File: config.mk
export PLATFORM = sky130hd
export DESIGN_NAME = uart_tx_piso
export DESIGN_NICKNAME = d
export VERILOG_FILES = /design/src/rtl/uart_pkg.sv /design/src/rtl/uart_tx_piso.sv
export SDC_FILE = /design/constraint.sdc
export NUM_CORES = 1
export LEC_CHECK = 0
export ABC_AREA = 1
export CAP_MARGIN = 20
export CORE_MARGIN = 2
export CORE_UTILIZATION = 50
export DETAILED_ROUTE_END_ITERATION = 7
export DONT_BUFFER_PORTS = 1
export HOLD_SLACK_MARGIN = 0.08
export PLACE_DENSITY_LB_ADDON = 0.12
export SLEW_MARGIN = 20
export SYNTH_ARGS = -nofsm -noshare
export SYNTH_HDL_FRONTEND = slang
export SYNTH_SLANG_ARGS = --single-unit
File: constraint.sdc
create_clock -name clk_i -period 1.3 [get_ports clk_i]
set_input_delay 0.13 -clock clk_i [delete_from_list [all_inputs] [get_ports clk_i]]
set_output_delay 0.13 -clock clk_i [all_outputs]
set_load 0.02 [all_outputs]
File: src/rtl/uart_pkg.sv
// Shared definitions for the UART transmit path: FSM states, default geometry and line levels.
// The break generator is compiled in only when UART_TX_BREAK_EN is defined.
package uart_pkg;

   localparam int unsigned FrameWDefault     = 11;
   localparam int unsigned BreakTicksDefault = 22;
   localparam logic        LineIdle          = 1'b1;

   typedef enum logic [1:0] {
      StIdle,
      StSync,
      StShift,
      StBreak
   } tx_state_e;

endpackage

File: src/rtl/uart_tx_piso.sv
// UART transmit shifter: latches a pre-built frame and shifts it out LSB first, one bit per baud
// tick. Line-break generation is compiled in only when UART_TX_BREAK_EN is defined.
module uart_tx_piso
   import uart_pkg::*;
#(
   parameter int unsigned FrameW     = FrameWDefault,
   parameter int unsigned BreakTicks = BreakTicksDefault
) (
   input  logic              clk_i,
   input  logic              rst_ni,
   input  logic              baud_tick_i,
   input  logic [FrameW-1:0] frame_i,
   input  logic              send_i,
   input  logic              break_req_i,
   output logic              ready_o,
   output logic              busy_o,
   output logic              done_o,
   output logic              tx_o
);

   localparam int unsigned CntW = $clog2(FrameW + 1);

   tx_state_e         state_q;
   logic [FrameW-1:0] shreg_q;
   logic [CntW-1:0]   cnt_q;
   logic              tx_q;
   logic              ready_q;
   logic              busy_q;
   logic              done_q;

`ifdef UART_TX_BREAK_EN
   localparam int unsigned BrkW = $clog2(BreakTicks + 1);

   logic [BrkW-1:0] brk_cnt_q;
   logic            brk_min_met;

   // The count has reached the minimum once this tick is included.
   assign brk_min_met = (brk_cnt_q >= BrkW'(BreakTicks - 1));
`else
   logic unused_break_req;
   assign unused_break_req = break_req_i;
`endif

   always_ff @(posedge clk_i) begin
      if (!rst_ni) begin
         state_q   <= StIdle;
         shreg_q   <= '1;
         cnt_q     <= '0;
         tx_q      <= LineIdle;
         ready_q   <= 1'b1;
         busy_q    <= 1'b0;
         done_q    <= 1'b0;
`ifdef UART_TX_BREAK_EN
         brk_cnt_q <= '0;
`endif
      end else begin
         done_q <= 1'b0;
         unique case (state_q)
            StIdle: begin
               if (send_i) begin
                  shreg_q <= frame_i;
                  cnt_q   <= '0;
                  ready_q <= 1'b0;
                  busy_q  <= 1'b1;
                  state_q <= StSync;
               end
`ifdef UART_TX_BREAK_EN
               else if (break_req_i) begin
                  brk_cnt_q <= '0;
                  tx_q      <= ~LineIdle;
                  ready_q   <= 1'b0;
                  busy_q    <= 1'b1;
                  state_q   <= StBreak;
               end
`endif
            end
            StSync: begin
               // A tick coincident with acceptance is not seen here, so bit 0 waits a full period.
               if (baud_tick_i) begin
                  tx_q    <= shreg_q[0];
                  state_q <= StShift;
               end
            end
            StShift: begin
               if (baud_tick_i) begin
                  if (cnt_q == CntW'(FrameW - 1)) begin
                     tx_q    <= LineIdle;
                     done_q  <= 1'b1;
                     ready_q <= 1'b1;
                     busy_q  <= 1'b0;
                     state_q <= StIdle;
                  end else begin
                     cnt_q   <= cnt_q + 1'b1;
                     shreg_q <= {LineIdle, shreg_q[FrameW-1:1]};
                     tx_q    <= shreg_q[1];
                  end
               end
            end
`ifdef UART_TX_BREAK_EN
            StBreak: begin
               if (baud_tick_i) begin
                  if (brk_cnt_q != BrkW'(BreakTicks)) begin
                     brk_cnt_q <= brk_cnt_q + 1'b1;
                  end
                  if (!break_req_i && brk_min_met) begin
                     tx_q    <= LineIdle;
                     ready_q <= 1'b1;
                     busy_q  <= 1'b0;
                     state_q <= StIdle;
                  end
               end
            end
`endif
            default: begin
               tx_q    <= LineIdle;
               ready_q <= 1'b1;
               busy_q  <= 1'b0;
               state_q <= StIdle;
            end
         endcase
      end
   end

   assign ready_o = ready_q;
   assign busy_o  = busy_q;
   assign done_o  = done_q;
   assign tx_o    = tx_q;

endmodule

==> summary.txt <==
Timing
  • Rel. slew slack: 83.4%
  • Hold slack: -0.109 ns
  • Final slew viol count: 0
  • Max Clk Rate: 726 MHz
  • Setup TNS: -0.821 ns
  • Worst slew pin tran: 0.249 ns
  • Hold Vio Cnt, Final: 16
  • Final period utilization: 106%
  • Setup ws final: -0.0772 ns
  • Tmin final: 1.38 ns
  • RSZ-0062 raised after global routing: yes
  • Setup violations, final: 16
  • Clock skew: 0.00577 ns

Finish
  • Post-synthesis to final-layout area growth: 26.8%
  • Non-Filler Cell Area, Final: 0.00154 mm2
  • Fin util: 68.2%
  • Layout cells sized above 1: 32.6%
  • Fillers: 201
  • Ant diodes: 0
  • Fin nets: 210
  • Final cell count without fillers: 215

GRT
  • Total GRT Usage: 22.2%
  • Initial antenna violation count: 0
  • Met2 Resource Use GR: 40.7%
  • Largest net degree at the start of global routing: 19
  • Global routing's busiest layer: met2
  • Global-route wire length before repair: 4550 um
  • Remaining Overflow, GRT: 0
  • Global Route met1 Usage: 24.0%
  • Met3 Usage GRT: 5.93%
  • Vias in the first global route: 1089

Place
  • Pre-CTS WS: -0.0838 ns
  • Routability-driven placement congestion ratio: 0.782
  • HPWL Detailed: 1890 um
  • Placed Instances: 206
  • DP Area: 0.00132 mm2
  • PortBufs: 0

Synth
  • Top cells by area, synth: dfxtp_1, nand2_1, nand3_1, ha_1, inv_1
  • Post-Synthesis Cells: 172
  • Mapped Area: 0.00121 mm2
  • Synth cell types: 21
  • Post-synth top cells: nand2_1, nand3_1, dfxtp_1, inv_1, nor2_1
  • Yosys warnings: 0
  • Top-count cell post-synth: nand2_1
  • Post-synth EDFFs: 0
  • #FFs+latches synth: 21
  • Top FF cell, synth: dfxtp_1
  • Async set or reset register ratio after synthesis: 0%
  • Register area share after synthesis: 34.7%
  • Synth area leader: dfxtp_1
  • Mean Syn Cell Area: 7.05 um2
  • Syn nets: 194
  • Share of the synthesized area in the top cell type: 34.7%

Status
  • Violated checks: hold timing, setup timing
  • Status: finished with violations

Worst setup path
  • Arrival @ worst endpoint: 1.63 ns
  • Worst-path fanout max: 8
  • CP required: 1.56 ns
  • Buf/Inv on CP: 2
  • CP Launch Type: flop
  • Worst path cell trace: inv_4 -> ha_4 -> nand2_8 -> nand2_8 -> nor2_8 -> buf_6 -> nand3_1 -> nand3_1
  • FF-to-FF Start: state_q[0]
  • WS Path Type: reg2reg
  • Largest stage delay, worst path: 0.37 ns
  • CP Launch Point: state_q[0]
  • Top delay family on crit path: simple AND/OR/NAND/NOR gates
  • CP max-delay cell: dfxtp_2
  • Reg-to-reg slack, setup: -0.08 ns
  • Critical Path Sink Type: flop

Floorplanning
  • Initial core utilization: 53.8%
  • Die Ht: 53.2 um
  • Core Footprint: 0.00225 mm2
  • Top Ports: 20
  • Die footprint: 0.00283 mm2
  • Die Width: 53.2 um
  • FP Rows: 17

Detailed routing
  • First-iteration detailed-routing DRC count: 25
  • DRC violations left: 0
  • DR pass1 iterations: 4
  • DR vias/cell: 5.38
  • Final ANT Viol Nets: 0
  • Routed via count: 1156
  • WL per Instance: 12.8 um
  • Wirelength, routed: 2750 um

Power and ir drop
  • Lkg Pwr: 0.737 nW
  • Total power: 3.75 mW
  • Power per cell area: 2440 mW/mm2
  • VDD IR max: 1500 uV

Flow run
  • Maxcap violations: 0

Clock network
  • Clock transition at path regs: 0.12 ns
  • CTS max path bufs: 2
  • CTS tree: done
  • Clock Tree Root: clkbuf_4
  • Hold buffer count at CTS: 1
  • Clock Latency Late Sink: 0.31 ns
  • Htree depth: 1
  • CTS sink cnt: 21
  • Cts bufs inserted: 3

Hold path
  • Min-delay src: rst_ni
  • Worst hold path class: in2reg
power by group:
part           switching (mW)  total, mW  internal [mW]
clock network           0.204      0.319          0.115
registers               0.174       1.04          0.869
logic                    1.40       2.39          0.991
worst reg2reg max path: stages, from the launching register on:
cell	delay, ns
dfxtp_2	0.37
inv_4	0.05
ha_4	0.20
nand2_8	0.08
nand2_8	0.06
nor2_8	0.23
buf_6	0.18
nand3_1	0.07
nand3_1	0.07
worst paths after layout:
path | endpoint | cells after the start
hold / removal | shreg_q[9] | 1
hold reg to reg | shreg_q[7] | 2
setup reg to reg | shreg_q[5] | 8
setup / recovery | shreg_q[5] | 8
cells by family after synthesis:
| group | after synthesis | share of synthesized area, % |
|---|---|---|
| AND/OR/NAND/NOR | 113 | 45.4 |
| adder cells (fa/ha/maj) | 6 | 6.19 |
| flip-flops | 21 | 34.7 |
| buffers and inverters | 27 | 11.0 |
| AO/OA/AOI/OAI | 5 | 2.68 |
per-layer routing:
layer / vias up / share of wire [%]
met5: - / 0
met4: 0 / 0.95
met3: 2 / 3.8
met2: 28 / 51
met1: 549 / 44
li1: 577 / -
layout make-up:
class	count	area [um2]	share of cell area (%)
clock buffers	3	22.5	1.46
clock inverters	1	5.00	0.325
inverters	19	73.8	4.80
multi-input cells	125	820	53.3
flip-flops and latches	21	425	27.7
well taps	28	35.0	2.28
repair buffers	18	156	10.2
timing repair:
| item | in CTS | in global routing |
|---|---|---|
| buffers inserted | 1 | 2 |
| cloned | 1 | 0 |
| endpoints found under the setup margin | 17 | 21 |
| endpoints found under the hold margin | 21 | 17 |
| resized for setup | 19 | 15 |
| pin swaps | 9 | 10 |
state kept, by name, indices dropped and copies added, names as in the netlist:
name / count
ready_o: 1
busy_o: 1
shreg_q: 11
done_o: 1
tx_o: 1
cnt_q: 4
state_q: 2
cells in the final DEF, fill, tap and decap left out, types with 4 or more instances in the layout:
master,count
nand3_2,16
dfxtp_1,19
buf_4,12
nand2_2,5
nand2_1,57
buf_6,5
nand3_1,11
nand4_1,4
nor2_1,9
inv_1,17
Power figures use the tool's default switching activity.
